### src/rtl/rng_pkg.sv
// Shared definitions for the random-word sharing logic: default widths,
// FSM state encoding and the fold that narrows a random word.
package rng_pkg;

    localparam int RND_W_DEF = 20;
    localparam int OUT_W_DEF = 8;

    typedef enum logic [1:0] {
        EMPTY = 2'd0,
        HOLD  = 2'd1,
        GRANT = 2'd2
    } rng_state_t;

    // XOR the low out_w bits with the top out_w bits of an rnd_w-bit word.
    // Words up to 32 bits and folded values up to 16 bits are supported.
    function automatic logic [15:0] fold(input logic [31:0] word, input int rnd_w, input int out_w);
        logic [15:0] result;
        result = '0;
        for (int i = 0; i < 16; i++) begin
            if (i < out_w) begin
                result[i] = word[i] ^ word[rnd_w - out_w + i];
            end
        end
        return result;
    endfunction

endpackage

### src/rtl/rng_share_arbiter_rr_picker.sv
// Combinational round-robin picker: first set request at or above ptr,
// wrapping modulo N. Returns the winner one-hot, its index and a found flag.
module rr_picker #(
    parameter int N  = 4,
    parameter int PW = (N > 1) ? $clog2(N) : 1
) (
    input  logic [N-1:0]  req,
    input  logic [PW-1:0] ptr,
    output logic [N-1:0]  winner,
    output logic [PW-1:0] winner_idx,
    output logic          found
);

    logic [N-1:0]  rot;
    logic [PW-1:0] rot_idx [N];

    // rot[k] is the request k positions after the pointer
    generate
        for (genvar gi = 0; gi < N; gi++) begin : g_rot
            logic [PW:0] sum;
            assign sum         = {1'b0, ptr} + (PW+1)'(gi);
            assign rot_idx[gi] = (sum >= (PW+1)'(N)) ? PW'(sum - (PW+1)'(N)) : PW'(sum);
            assign rot[gi]     = req[rot_idx[gi]];
        end
    endgenerate

    always_comb begin
        winner_idx = '0;
        found      = 1'b0;
        for (int k = N - 1; k >= 0; k--) begin
            if (rot[k]) begin
                winner_idx = rot_idx[k];
                found      = 1'b1;
            end
        end
        winner = found ? (N'(1) << winner_idx) : '0;
    end

endmodule

### src/rtl/rng_share_arbiter.sv
// Hands each published random word to at most one requester, round-robin.
// Optional saturating overrun counter when RNG_OVERRUN_CNT_EN is defined.
module rng_share_arbiter
    import rng_pkg::*;
#(
    parameter int NUM_REQ = 4,
    parameter int RND_W   = RND_W_DEF,
    parameter int OUT_W   = OUT_W_DEF
) (
    input  logic               clk,
    input  logic               reset,
    input  logic [RND_W-1:0]   rnd_in,
    input  logic               rnd_valid,
    input  logic [NUM_REQ-1:0] req,
    output logic [NUM_REQ-1:0] grant,
    output logic [OUT_W-1:0]   rnd_out,
    output logic               rnd_out_valid,
    output logic               busy
`ifdef RNG_OVERRUN_CNT_EN
    ,
    output logic [7:0]         overrun_cnt
`endif
);

    localparam int PW = (NUM_REQ > 1) ? $clog2(NUM_REQ) : 1;

    rng_state_t         state_reg, state_next;
    logic [RND_W-1:0]   word_reg, word_next;
    logic [PW-1:0]      ptr_reg, ptr_next;
    logic [NUM_REQ-1:0] grant_reg, grant_next;
    logic [OUT_W-1:0]   rnd_out_reg, rnd_out_next;
    logic               valid_reg, valid_next;
    logic               busy_reg, busy_next;

    logic [NUM_REQ-1:0] pick_onehot;
    logic [PW-1:0]      pick_idx;
    logic               pick_found;

    rr_picker #(
        .N  (NUM_REQ),
        .PW (PW)
    ) u_picker (
        .req        (req),
        .ptr        (ptr_reg),
        .winner     (pick_onehot),
        .winner_idx (pick_idx),
        .found      (pick_found)
    );

    always_ff @(posedge clk or posedge reset) begin
        if (reset) begin
            state_reg   <= EMPTY;
            word_reg    <= '0;
            ptr_reg     <= '0;
            grant_reg   <= '0;
            rnd_out_reg <= '0;
            valid_reg   <= 1'b0;
            busy_reg    <= 1'b0;
        end else begin
            state_reg   <= state_next;
            word_reg    <= word_next;
            ptr_reg     <= ptr_next;
            grant_reg   <= grant_next;
            rnd_out_reg <= rnd_out_next;
            valid_reg   <= valid_next;
            busy_reg    <= busy_next;
        end
    end

    always_comb begin
        state_next   = state_reg;
        word_next    = word_reg;
        ptr_next     = ptr_reg;
        grant_next   = '0;
        rnd_out_next = rnd_out_reg;
        valid_next   = 1'b0;
        case (state_reg)
            EMPTY: begin
                if (rnd_valid) begin
                    word_next  = rnd_in;
                    state_next = HOLD;
                end
            end
            HOLD: begin
                // A word arriving in the arbitration cycle replaces the held one,
                // so the winner always receives the newest word.
                if (rnd_valid) begin
                    word_next = rnd_in;
                end
                if (pick_found) begin
                    state_next   = GRANT;
                    grant_next   = pick_onehot;
                    valid_next   = 1'b1;
                    rnd_out_next = OUT_W'(fold(32'(word_next), RND_W, OUT_W));
                    ptr_next     = (pick_idx == PW'(NUM_REQ - 1)) ? '0 : pick_idx + PW'(1);
                end
            end
            GRANT: begin
                if (rnd_valid) begin
                    word_next  = rnd_in;
                    state_next = HOLD;
                end else begin
                    state_next = EMPTY;
                end
            end
            default: begin
                state_next = EMPTY;
            end
        endcase
        busy_next = (state_next != EMPTY);
    end

    assign grant         = grant_reg;
    assign rnd_out       = rnd_out_reg;
    assign rnd_out_valid = valid_reg;
    assign busy          = busy_reg;

`ifdef RNG_OVERRUN_CNT_EN
    logic [7:0] ovr_cnt_reg;

    always_ff @(posedge clk or posedge reset) begin
        if (reset) begin
            ovr_cnt_reg <= '0;
        end else if (state_reg == HOLD && rnd_valid && ovr_cnt_reg != 8'hFF) begin
            ovr_cnt_reg <= ovr_cnt_reg + 8'd1;
        end
    end

    assign overrun_cnt = ovr_cnt_reg;
`endif

endmodule

### config.mk
export PLATFORM = sky130hd
export DESIGN_NAME = rng_share_arbiter
export DESIGN_NICKNAME = d
export VERILOG_FILES = /design/src/rtl/rng_pkg.sv /design/src/rtl/rng_share_arbiter_rr_picker.sv /design/src/rtl/rng_share_arbiter.sv
export SDC_FILE = /design/constraint.sdc
export NUM_CORES = 1
export LEC_CHECK = 0
export BUFFER_PORTS_ARGS = -buffer_cell sky130_fd_sc_hd__buf_2
export CORE_MARGIN = 10
export CORE_UTILIZATION = 25
export CTS_BUF_LIST = sky130_fd_sc_hd__clkbuf_16
export CTS_CLUSTER_DIAMETER = 40
export CTS_CLUSTER_SIZE = 12
export DETAILED_ROUTE_END_ITERATION = 7
export GPL_ROUTABILITY_DRIVEN = 0
export GPL_TIMING_DRIVEN = 1
export SLEW_MARGIN = 20
export SYNTH_ARGS = -nofsm -noshare
export SYNTH_HDL_FRONTEND = slang
export SYNTH_SLANG_ARGS = --single-unit
### constraint.sdc
create_clock -name clk -period 2.35 [get_ports clk]
set_clock_uncertainty 0.1 [all_clocks]
set_input_delay 0.3525 -clock clk [delete_from_list [all_inputs] [get_ports clk]]
set_output_delay 0.3525 -clock clk [all_outputs]
set_load 0.1 [all_outputs]
==> impl_metrics.tcl <==
set metrics [dict create \
    largest_register_ffs 16 \
    clockBufferDepth 2 \
    tns_ps 0 \
    cp.required_ps 2410 \
    grt_pass1_vias 1139 \
    rows 29 \
    drv_cap 0 \
    grt_pass1_wl_mm 5.38 \
    wire_per_inst_um 13.6 \
    internal-power_mw 1.35 \
    hold_path.class "in2async" \
    worstSetupStartpointType "flip-flop" \
    relSlewSlack_pct 66.8 \
    ys_async_sr_fraction_pct 100 \
    critPathKind "reg2reg" \
    io_pins 41 \
    rsz0062_at_grt "no" \
    power.density_nw_per_um2 1130 \
    numPortBuffers 36 \
    power_mw 2.32 \
    finalMaxSlewViolations 0 \
    combPwrFrac_pct 39.1 \
    post-dp-hpwl_mm 2.39 \
    antenna_cells 0 \
    end_kind "flip-flop" \
    report.final.hold_viol_count 0 \
    clkPwrFrac_pct 27.2 \
    core_sq_um 6390 \
    yosysTopAreaCell "dfrtp_1" \
    clk-insertion-delay-late_ps 270 \
    power.leakage_nw 0.947 \
    syn-instance-count 121 \
    power.switching_mw 0.971 \
    syn_avg_cell_area_sq_um 13.7 \
    fp.dieH_um 101 \
    cts_root_buf "clkbuf_16" \
    viasPerCell 4.27 \
    finalCritPeriodShare_pct 77.7 \
    clkSlewWorstSetupHoldPaths_ps 60 \
    finalCriticalPeriod_ps 1830 \
    numClockSinks 34 \
    grtUsageTotal_pct 6.64 \
    ant_nets 0 \
    yosysWarnings 0 \
    synth_top_cell_area_share_pct 51.4 \
    drt_wl_total_mm 3.28 \
    drc 0 \
    synth_common_cells "dfrtp_1 (34), mux2_2 (21), xnor2_1 (16)" \
    cts_tree "done" \
    ys_top_cells_by_area "dfrtp_1 (51%), mux2_2 (14%), xnor2_1 (8.5%)" \
    hold_buffers 0 \
    cts_htree_levels 2 \
    grt_max_degree 35 \
    worst_slew_pin_slew_ps 501 \
    first_pass_iters 2 \
    critPathMaxFanout 15 \
    final-setup-viol-count 0 \
    synth.distinct_cells 28 \
    antenna_found_initial 0 \
    sw_frac_of_total_pct 41.9 \
    syn_nets 152 \
    post-synth-top-count-cell "dfrtp_1" \
    post_cts_resized 0 \
    die-width_um 101 \
    first_iter_violations 20 \
    die-area_sq_um 10300 \
    num_vias 1029 \
    cts_setup_buffers 0 \
    timing.fmax_mhz 548 \
    critPathMaxStageDelay_ps 450 \
    final.setup.worst_slack_ps 525 \
    ir_drop_uv 518 \
    cp_cell_sequence "or2b_2 -> nor2b_4 -> mux2_2" \
    crit_path_top_delay_cell "dfrtp_1" \
    status "finished, final reports clean" \
    synth_edf_count 0 \
    timing.hold.ws_ps 67.7 \
    place_ws_ps 521 \
    nNetsFinal 194 \
    synth_ff_type "dfrtp_1" \
    area_growth_pct 24.0 \
    utilization_pct 32.1 \
    cts_buffers 5 \
    sequentialPowerShare_pct 33.6 \
    initial_core_util_pct 25.9 \
    yosysSeqAreaShare_pct 51.4 \
    cp.arrival_ps 1890 \
    gr-total-overflow 0 \
    syn_area_sq_um 1650 \
    synth_seq_cells 34 \
    drive_gt1_share_pct 46.3 \
]
per-layer routing:
| layer | wire (um) | track usage, % |
|---|---|---|
| met1 | 1520 | 7.93 |
| met2 | 1540 | 10.4 |
| met3 | 192 | 2.93 |
| met4 | 26 | 2.25 |
| met5 | 0 | 0 |
area by class of cell:
cell class / instances / area [sq um]
fillers: 664 / 4340
flip-flops and latches: 34 / 851
multi-input cells: 80 / 752
repair buffers: 38 / 195
clock buffers: 5 / 125
well taps: 77 / 96.3
clock inverters: 3 / 16.3
inverters: 4 / 15.0
power by group through the flow:
stage / Sequential, mW / Combinational [mW] / Clock, mW
after global routing: 0.798 / 0.959 / 0.678
final: 0.779 / 0.907 / 0.631
after global placement: 0.787 / 0.912 / 0
after detailed placement: 0.790 / 0.918 / 0
after floorplan: 1.24 / 0.302 / 0
after CTS: 0.781 / 0.921 / 0.653
critical path: cells and delay by family, from the launching register on:
family	cells	cell delay, ps
mux	1	380
flops	1	450
simple gates	2	770
metrics by stage:
stage | cells | cell area, sq um
finish | 241 | 2050
global route | 241 | 2050
CTS | 241 | 2050
detailed placement | 233 | 1910
global placement | 233 | 1910
floorplan | 121 | 1650
placed cells by master, fill, tap and decap left out, drive strengths merged, types with 2 or more instances in the layout:
master	n
nor2b	2
xnor2	16
nor2	3
mux2	25
clkinv	2
a31oi	3
inv	4
mux2i	8
nand2	2
buf	38
nand2b	2
dfrtp	34
a21oi	2
clkbuf	5
and2	5
ha	4
worst paths after layout:
path / cells after the start / from / to / slack (ps)
worst max-delay path: 3 / state_reg[0] / rnd_out[3] / 520
worst min-delay path: 3 / reset / rnd_out[2] / 70
worst max register to register: 3 / state_reg[0] / rnd_out[3] / 520
worst min register to register: 1 / rnd_out[2] / rnd_out[2] / 400
max in group asynchronous: 3 / reset / rnd_out[0] / 1770
min in group clk: 2 / rnd_in[5] / word_reg[5] / 230
kinds of logic (layout without fill, tap and decap cells):
family / after synthesis / in the layout / share of synthesized area, %
simple gates: 17 / 17 / 6.73
xor+xnor: 16 / 16 / 8.47
flops: 34 / 34 / 51.4
buf+inv: 7 / 50 / 3.10
mux: 33 / 33 / 22.8
compound gates: 10 / 10 / 4.46
fa+ha+maj: 4 / 4 / 3.03
No activity file was read; power rests on OpenSTA's default activity.
